`src/rtl/mod2011_mul_ctrl.sv`:
```
// mod2011_mul_ctrl: sequential modular multiplier, z = (a*b) mod MODULUS.
// Latency: out_valid rises W+1 cycles after the accept cycle (the RUN phase is W cycles).
//   With range checking, out-of-range operands go to DONE on the accept edge instead (1 cycle).
// Backpressure: in_ready is high only in IDLE, and the result is held in DONE until out_ready.
//
// Ports:
//   clk, rst_n           clock, asynchronous active-low reset
//   in_valid/in_ready    operand handshake (a, b)
//   out_valid/out_ready  result handshake (z, err)
//   busy                 high while the shift-and-add loop runs
//
// Optional feature: define MOD2011_RANGE_CHECK_EN to flag operands >= MODULUS with err=1
// and z=0. Without the macro, such operands are reduced once at accept and err is tied low.
module mod2011_mul_ctrl #(
  parameter int W       = 11,
  parameter int MODULUS = 2011
) (
  input  logic         clk,
  input  logic         rst_n,
  input  logic         in_valid,
  output logic         in_ready,
  input  logic [W-1:0] a,
  input  logic [W-1:0] b,
  output logic         out_valid,
  input  logic         out_ready,
  output logic [W-1:0] z,
  output logic         err,
  output logic         busy
);

  localparam int            CW       = (W > 1) ? $clog2(W) : 1;
  localparam logic [W:0]    MOD_X    = (W+1)'(MODULUS);
  localparam logic [CW-1:0] CNT_LAST = CW'(W - 1);

  typedef enum logic [1:0] {IDLE, RUN, DONE} state_t;

  state_t        state, state_nx;
  logic [W-1:0]  a_r, b_r;
  logic [W-1:0]  acc;          // always < MODULUS, so W bits hold it
  logic [CW-1:0] cnt;
  logic          accept;
  logic          range_err;
  logic [W-1:0]  a_ld, b_ld;
  logic [W:0]    a_ext, b_ext;
  logic [W:0]    t_dbl, t_red1, t_add, t_red2;

  assign accept = in_valid & in_ready;
  assign a_ext  = {1'b0, a};
  assign b_ext  = {1'b0, b};

`ifdef MOD2011_RANGE_CHECK_EN
  logic err_r;
  assign range_err = (a_ext >= MOD_X) | (b_ext >= MOD_X);
  // Out-of-range pairs never enter RUN, so raw operands are loaded as-is.
  assign a_ld      = a;
  assign b_ld      = b;
  assign err       = err_r;
`else
  assign range_err = 1'b0;
  // A single subtraction is enough because 2^W < 2*MODULUS.
  assign a_ld      = (a_ext >= MOD_X) ? W'(a_ext - MOD_X) : a;
  assign b_ld      = (b_ext >= MOD_X) ? W'(b_ext - MOD_X) : b;
  assign err       = 1'b0;
`endif

  // One MSB-first step. Every temporary stays <= 2*MODULUS-2, which fits in W+1 bits.
  always_comb begin
    t_dbl  = {acc, 1'b0};
    t_red1 = (t_dbl >= MOD_X) ? (t_dbl - MOD_X) : t_dbl;
    t_add  = b_r[cnt] ? (t_red1 + {1'b0, a_r}) : t_red1;
    t_red2 = (t_add >= MOD_X) ? (t_add - MOD_X) : t_add;
  end

  always_ff @(posedge clk or negedge rst_n) begin
    if (!rst_n) begin
      state <= IDLE;
    end else begin
      state <= state_nx;
    end
  end

  always_comb begin
    state_nx = state;
    case (state)
      IDLE: if (accept) state_nx = range_err ? DONE : RUN;
      RUN:  if (cnt == '0) state_nx = DONE;
      DONE: if (out_ready) state_nx = IDLE;
      default: state_nx = IDLE;
    endcase
  end

  always_ff @(posedge clk or negedge rst_n) begin
    if (!rst_n) begin
      a_r <= '0;
      b_r <= '0;
      acc <= '0;
      cnt <= '0;
    end else begin
      case (state)
        IDLE: begin
          if (accept) begin
            a_r <= a_ld;
            b_r <= b_ld;
            acc <= '0;
            cnt <= CNT_LAST;
          end
        end
        RUN: begin
          acc <= W'(t_red2);
          if (cnt != '0) cnt <= cnt - 1'b1;
        end
        default: ;
      endcase
    end
  end

`ifdef MOD2011_RANGE_CHECK_EN
  always_ff @(posedge clk or negedge rst_n) begin
    if (!rst_n) begin
      err_r <= 1'b0;
    end else if (accept) begin
      err_r <= range_err;
    end
  end
`endif

  assign in_ready  = (state == IDLE);
  assign busy      = (state == RUN);
  assign out_valid = (state == DONE);
  // acc is cleared at accept and frozen in DONE, so it doubles as the result register.
  assign z         = acc;

endmodule

```
`config.mk`:
```
export PLATFORM = sky130hd
export DESIGN_NAME = mod2011_mul_ctrl
export DESIGN_NICKNAME = d
export VERILOG_FILES = /design/src/rtl/mod2011_mul_ctrl.sv
export SDC_FILE = /design/constraint.sdc
export NUM_CORES = 1
export LEC_CHECK = 0
export CORE_UTILIZATION = 36
export DETAILED_ROUTE_END_ITERATION = 10
export PLACE_DENSITY = 0.54
export SLEW_MARGIN = 20
export SYNTH_ARGS = -nofsm -noshare
export SYNTH_HDL_FRONTEND = slang
export SYNTH_SLANG_ARGS = --single-unit
```
`constraint.sdc`:
```
create_clock -name clk -period 10.5 [get_ports clk]
set_clock_uncertainty 0.1 [all_clocks]
set_input_delay 2.1 -clock clk [delete_from_list [all_inputs] [get_ports clk]]
set_output_delay 2.1 -clock clk [all_outputs]
set_load 0.02 [all_outputs]
```
== Word level (Yosys, flattened, before mapping) ==
Index checks and enable logic that the tools add are counted.
W data, S select, Z words.

* Input port bits: 26
* Output and inout bits: 15
* Word-level logic and storage cells: 47
* Bits in registers: 39

* Muxes and demuxes: 16
* Add/sub/neg operators: 6
* Magnitude comparators: 5
* Reductions and logical operators: 8
* Bitwise gates (word level): 1
* Equality and inequality tests: 6

{| class="wikitable"
|+ Operator list
! kind !! count
|-
| $mux W11 || 4
|-
| $sub A11 B11 Y11 const B || 3
|-
| $ge A12 B11 Y1 const B || 2
|-
| $mux W12 || 2
|-
| $ge A11 B11 Y1 const B || 2
|-
| $pmux W11 S2 || 1
|-
| $add A12 B11 Y12 || 1
|-
| $sub A12 B11 Y12 const B || 1
|-
| $mux W4 || 2
|-
| $ne A2 B1 Y1 const B || 4
|-
| $pmux W4 S2 || 1
|-
| $mux W2 || 3
|-
| $pmux W2 S3 || 1
|-
| $reduce_and A3 Y1 || 2
|-
| $lt A4 B5 Y1 const B || 1
|-
| $bmux W1 S4 || 1
|-
| $logic_not A4 Y1 || 1
|-
| $reduce_and A2 Y1 || 2
|-
| $reduce_bool A4 Y1 || 1
|-
| $sub A4 B1 Y4 const B || 1
|-
| $eq A2 B1 Y1 const B || 1
|-
| $eq A2 B2 Y1 const B || 1
|-
| $logic_not A2 Y1 || 1
|-
| $reduce_bool A2 Y1 || 1
|-
| other kinds (2) || 2
|}

== Longest topological paths before layout ==
Gate-level depths: netlist of run 1.

* Word-level depth: 7
* Depth in mapped cells: 18
* Depth with buffers taken out: 16

== Worst setup path before layout of run 1 ==
No wires, ideal clock.

* Kind: register to register
* Start point: register acc[2] (netlist: z[2])
* End point: register acc[5] (netlist: z[5])
* Clock period less this slack: 4.133 ns
* Setup time: 0.069 ns
* Path slack: 6.367 ns
* Data arrival time: 3.965 ns
* Path buffers: 0
* Required time: 10.331 ns
* Cell stages (with the launch flop): 15
* Path through: dfrtp_1 -> ha_1 -> a21o_1 -> a31oi_4 -> mux2i_2 -> inv_1 -> ha_1 -> and3_1 -> a221oi_2 -> xnor2_1 -> nand4_1 -> a221oi_2 -> a31oi_2 -> or4_1 -> nand3_1

* Longest elaborated chain between the ends: 7

{| class="wikitable"
|+ Ends and longest elaborated chain
! what !! line !! RTL
|-
| from (decl) || 39 || <nowiki>logic [W-1:0] acc;</nowiki>
|-
| from (signal assigned) || 109 || <nowiki>acc <= W'(t_red2);</nowiki>
|-
| $sub A12 B11 Y12 or $ge A12 B11 Y1 (tied branches) || 69 || <nowiki>t_red1 = (t_dbl >= MOD_X) ? (t_dbl - MOD_X) : t_dbl;</nowiki>
|-
| $mux W12 (*) || 69 ||
|-
| $add A12 B11 Y12 || 70 || <nowiki>t_add = b_r[cnt] ? (t_red1 + {1'b0, a_r}) : t_red1;</nowiki>
|-
| $mux W12 (*) || 70 ||
|-
| $sub A11 B11 Y11 or $ge A12 B11 Y1 (tied branches) || 71 || <nowiki>t_red2 = (t_add >= MOD_X) ? (t_add - MOD_X) : t_add;</nowiki>
|-
| $mux W11 (*) || 71 ||
|-
| $pmux W11 S2 (*) || 99 || <nowiki>case (state)</nowiki>
|}

Every way passes the cells marked *; elsewhere a longest branch is shown, timed or not.
A chain may end at the register's enable or synchronous reset.

== Worst setup path in the final report of run 1 ==
* Start point: register acc[1] (netlist: z[1])
* End point: register acc[3] (netlist: z[3])

The elaborated chain is that of the path after synthesis.

==> metrics, run 1 <==
reg2reg path depth 14; final setup vio count 0; Synth Instances 409; # placed instances 555; post-route setup TNS 0 ps; Nets 477; top-count cell post-synth nand2_1; DIE AREA 9946 um^2; H-tree depth 2; Post-Place Cell Area 3814 um^2; Clk pin slew, worst setup/hold paths 80 ps; switching portion of total power 51.19%; vias in the first global route 2,730; leakage power 1.645 nW; Critical Path AT 4890 ps; Core Region 9240 um^2; post-route ant nets 0; antenna violations before repair 0; final wirelength 7907 um; Finished Core Util 42.19%; worst reg2reg endpoint z[3]$_DFFE_PN0P_; Worst setup endpoint z[3]$_DFFE_PN0P_; Multi-input gate area 2227 um^2; I/O pins 41; number of synthesized flops with an enable pin 0; PD cells 341.8 nW/um^2; CP Capture Type flop; clk sinks 39; CP Max Fanout 13; global-route wire length before repair 13,230 um; ys flop type dfrtp_1; cell-internal power 0.0006504 W; row count 35; CTS resizes 0; sequential share of the synthesized area 28.38%; register area 975.9 um^2; Filler cells 962; RSZ-0062 raised after global routing no; reg-to-reg setup timing slack 5740 ps; die width 99.73 um; top cells by count, synth nand2_1, dfrtp_1, nor2_1; status finished clean; register bit total from synthesis 39; Syn Std Cell Area 3438 um^2; DP HPWL 6086 um; Syn Nets 453; Synth area leaders dfrtp_1, ha_1, nand2_1; Hold Buf Count CTS 0; root buf cell clkbuf_8; Seq pwr share 23.5%; Fmax 0.2101 GHz; Detailed Routing Iterations Pass 1 4; Final Power 0.001333 W; Worst slew margin 37.42%; library cells used by synthesis 73; pin count of the biggest net entering global routing 52; Final min period 4759 ps; synth-to-layout area growth 13.39%; Clock Power Share 7.7%; worst slew pin tran 938.7 ps; clock tree buffer depth 2; Vias 3,008; GPL Wtd Cong 0.8408; Setup crit start z[1]$_DFFE_PN0P_; worst vdd ir 0.09400 mV; Final Non-Filler Cells 563; data required time at the worst endpoint 10,630 ps; final hold violation count 0; drt first-iter violations 133; Psw 0.0006821 W; critical path type flop to flop; Slew Limit Fails 0; Clock Latency Late Sink 300 ps; Die H 99.73 um; critical path startpoint category flop; # Post-CTS Setup Buffers 0; GRT Total Usage 16.48%; Syn Area/Cell 8.407 um^2; worst path cell trace ha_1 > a21o_1 > a31oi_4 > inv_1 > ha_1 > fa_1 > a21o_1 > a221oi_2 > xnor2_1 > nand4_1 > a221oi_2 > a31oi_2 > or4_1 > nand3_1; async set-reset flop share out of synthesis 100.0%; # Max-Cap Violations 0; routed length per instance 14.04 um; ant diodes 0; layout cells sized above 1 8.065%; Avg Vias per Cell 5.343; Worst path max stage delay 580 ps; Yosys top cell by area dfrtp_1; DRC 0; Starting Density 37.21%; Comb pwr share 68.9%; Synth warnings 0; total grt overflow 0; Hold Crit Class flop to flop; slowest CP cell or4_1; period utilization 45.33%; CTS tree yes; port bufs 39; TritonCTS buffer count 5; final instance area 3899 um^2; worst reg2reg startpoint z[1]$_DFFE_PN0P_; top cell type's share of synthesized area 28.38%
stage by stage:
| step | worst slack [ps] | hold slack [ps] |
|---|---|---|
| 2_1_floorplan | 6367 | 344.6 |
| 3_5_place_dp | 5774 | 371.2 |
| 3_3_place_gp | 5917 | 363.0 |
| 4_1_cts | 5754 | 389.9 |
| 6_report | 5741 | 383.7 |
| 5_1_grt | 5373 | 418.3 |
registers in the layout, indices dropped and copies added, names as in the netlist:
name and cells:
a_r 11, state 2, cnt 4, z 11, b_r 11
worst min-delay path by stage:
stage / start / cells after the start / slack [ps] / end
after floorplan: b_r[2]$_DFFE_PN0P_ / 2 / 340 / b_r[2]$_DFFE_PN0P_
after global placement: b_r[1]$_DFFE_PN0P_ / 2 / 360 / b_r[1]$_DFFE_PN0P_
after detailed placement: b_r[1]$_DFFE_PN0P_ / 2 / 370 / b_r[1]$_DFFE_PN0P_
after CTS: b_r[1]$_DFFE_PN0P_ / 2 / 390 / b_r[1]$_DFFE_PN0P_
after global routing: a_r[2]$_DFFE_PN0P_ / 2 / 420 / a_r[2]$_DFFE_PN0P_
final: b_r[1]$_DFFE_PN0P_ / 2 / 380 / b_r[1]$_DFFE_PN0P_
final cells by class:
| type | count | share of cell area [%] |
|---|---|---|
| clock buffers | 6 | 1.861 |
| inverters | 15 | 1.444 |
| clock inverters | 2 | 0.3209 |
| well taps | 129 | 4.140 |
| repair buffers | 40 | 10.08 |
| multi-input cells | 332 | 57.12 |
| flip-flops and latches | 39 | 25.03 |
cell families after synthesis:
group / Yosys count / share of synthesized area [%]
AO/OA/AOI/OAI: 124 / 25.66
AND/OR/NAND/NOR: 157 / 22.53
multiplexers: 12 / 4.403
other: 1 / 0.1091
flip-flops: 39 / 28.38
XOR/XNOR: 20 / 5.313
buffers and inverters: 38 / 6.841
adder cells (fa/ha/maj): 18 / 6.768
power groups by stage:
stage          sequential, W  clock (W)  combinational (W)
6_report            0.000313   0.000102           0.000918
2_1_floorplan       0.000293          0           0.000742
3_3_place_gp        0.000315          0           0.000900
5_1_grt             0.000329   0.000113            0.00102
3_5_place_dp        0.000317          0           0.000906
4_1_cts             0.000314   0.000106           0.000912
worst max-delay path, delay by kind of cell (launching register included):
kind,cells,cell delay [ps]
adder cells (fa/ha/maj),3,990
AND/OR/NAND/NOR,3,800
XOR/XNOR,1,200
AO/OA/AOI/OAI,6,2000
flip-flops,1,480
buffers and inverters,1,110
routing by layer:
metal  up-vias  part of all wire [%]  GRT usage [%]
met2        60                    44          25.78
met1      1384                    51          24.03
met3         9                   3.4          1.897
li1       1555                     -              -
met4         0                   1.1          4.299
met5         -                     0              0
cells in the final DEF (no fill, tap or decap), types with 9 or more instances in the layout:
cell,n
clkdlybuf4s50_1,38
a22o_1,11
xnor2_1,10
ha_1,17
nand2_1,43
o21ai_0,31
nor2_1,33
xor2_1,9
nand3_1,30
dfrtp_1,39
a21oi_1,26
inv_1,15
Power figures use the tool's default switching activity.
==> inputs of run 2 (changes only) <==
==> constraint.sdc (replaced) <==
create_clock -name clk -period 4.8 [get_ports clk]
set_clock_uncertainty 0.1 [all_clocks]
set_input_delay 0.96 -clock clk [delete_from_list [all_inputs] [get_ports clk]]
set_output_delay 0.96 -clock clk [all_outputs]
set_load 0.02 [all_outputs]
==> run 2 against run 1 <==
Cell count is 0.89% higher. Sequential share of layout area is 0.36 points lower. Cell area is 1.5% higher. Wire length is 0.66% higher. Hold slack worse by 1.2 ps. Register-to-register slack worse by 5400 ps. Via count is 0.73% higher. Sequential power is 120% higher. Sequential cell count stayed put. Critical path type unchanged. Critical endpoint is now z[5]$_DFFE_PN0P_.
==> metrics, run 2 (synthesized netlist as in run 1, its figures left out) <==
Finished Core Util 42.82%; post-route ant nets 0; CP Max Fanout 13; vias in the first global route 2,779; Worst path max stage delay 550 ps; layout cells sized above 1 9.112%; Core Region 9240 um^2; DIE AREA 9946 um^2; Worst slew margin 34.29%; status finished clean; worst path cell trace ha_1 > a21o_1 > a31oi_4 > mux2i_2 > inv_1 > ha_1 > and3_1 > a221oi_4 > xnor2_1 > nand4_1 > a221oi_2 > a31oi_4 > or4_1 > nand3_1; # Post-CTS Setup Buffers 0; H-tree depth 2; worst slew pin tran 983.3 ps; worst-case hold slack 382.4 ps; critical path type flop to flop; final setup vio count 0; Psw 0.001512 W; RSZ-0062 raised after global routing no; critical path startpoint category flop; row count 35; global-route wire length before repair 13,520 um; CP delay by family, top compound AO/OA/AOI/OAI gates; DRC 0; GPL Wtd Cong 0.8297; worst vdd ir 0.1915 mV; leading cell type in the layout, fill and taps excluded nand2_1; ant diodes 0; Hold Crit Class flop to flop; slowest CP cell or4_1; antenna violations before repair 0; data required time at the worst endpoint 4930 ps; pin count of the biggest net entering global routing 40; Clock Latency Late Sink 290 ps; Avg Vias per Cell 5.335; TritonCTS buffer count 5; CTS resizes 0; Nets 482; Comb pwr share 69.7%; Starting Density 37.21%; CTS tree yes; Hold Buf Count CTS 0; port bufs 39; Vias 3,030; root buf cell clkbuf_8; worst path bufs/invs 1; Seq pwr share 22.8%; leakage power 1.671 nW; total grt overflow 0; Clock Power Share 7.4%; Fmax 0.2230 GHz; switching portion of total power 50.84%; Critical Path AT 4610 ps; Final min period 4484 ps; Detailed Routing Iterations Pass 1 4; CP Capture Type flop; final wirelength 7959 um; die width 99.73 um; clk sinks 39; period utilization 93.42%; clock tree buffer depth 2; GRT Total Usage 16.90%; I/O pins 41; post-route setup TNS 0 ps; routed length per instance 14.01 um; final hold violation count 0; cell-internal power 0.001462 W; PD cells 751.6 nW/um^2; Die H 99.73 um; # Max-Cap Violations 0; commonest non-fill, non-tap cells in the layout nand2_1, dfrtp_1, clkdlybuf4s50_1, nor2_1, o21ai_0; Slew Limit Fails 0; synth-to-layout area growth 15.07%; drt first-iter violations 105; Clk pin slew, worst setup/hold paths 80 ps; DP HPWL 6190 um
run 2: cell count changes in the layout (fill, tap and decap cells not counted):
cell,change
buf_4,+5
a221oi_4,+1
a221oi_2,-1
a31oi_2,-1
a31oi_4,+1
run 2: worst paths after layout:
| check | startpoint | to | slack [ps] | depth (start not counted) |
|---|---|---|---|---|
| worst max-delay path | z[2]$_DFFE_PN0P_ | z[5]$_DFFE_PN0P_ | 320 | 14 |
| worst min-delay path | b_r[0]$_DFFE_PN0P_ | b_r[0]$_DFFE_PN0P_ | 380 | 2 |
| worst max register to register | z[2]$_DFFE_PN0P_ | z[5]$_DFFE_PN0P_ | 320 | 14 |
| worst min register to register | b_r[0]$_DFFE_PN0P_ | b_r[0]$_DFFE_PN0P_ | 380 | 2 |
| max in group asynchronous | rst_n | a_r[4]$_DFFE_PN0P_ | 3370 | 1 |
| min in group asynchronous | rst_n | state[0]$_DFFE_PN0P_ | 680 | 1 |
run 2: cell type report:
type                       instances  area (um^2)
clock buffer                       6        72.57
inverter                          15        56.30
multi-input combinational        332         2247
timing repair buffer              45        430.4
fill                             954         5284
sequential                        39        975.9
tap                              129        161.4
clock inverter                     2        12.51
run 2: tightest hold or removal path, delay by kind of cell (launching register included):
family          cells  cell delay (ps)
flops               1              350
compound gates      1               60
simple gates        1               40
run 2: per-stage QoR:
step                power [W]  setup WS, ps  instances  area (um^2)
global placement     0.002698         400.0        560         3851
finish               0.002973         315.8        568         3956
detailed placement   0.002715         276.5        560         3851
CTS                  0.002949         233.3        568         3936
floorplan            0.002263         666.7        409         3438
global route         0.003273         39.92        568         3956
run 2: metal layers:
metal / wire length (um) / GRT usage, % / vias to the layer above
met2: 3618 / 27.37 / 53
li1: - / - / 1561
met3: 245 / 2.319 / 2
met5: 0 / 0 / -
met1: 4062 / 24.06 / 1414
met4: 34 / 3.394 / 0
run 2: power by group through the flow:
| stage | Combinational, W | Sequential [W] | Clock [W] |
|---|---|---|---|
| after floorplan | 0.00162 | 0.000641 | 0 |
| after global placement | 0.00202 | 0.000683 | 0 |
| after detailed placement | 0.00203 | 0.000689 | 0 |
| after CTS | 0.00204 | 0.000683 | 0.000227 |
| after global routing | 0.00231 | 0.000716 | 0.000243 |
| final | 0.00207 | 0.000679 | 0.000221 |
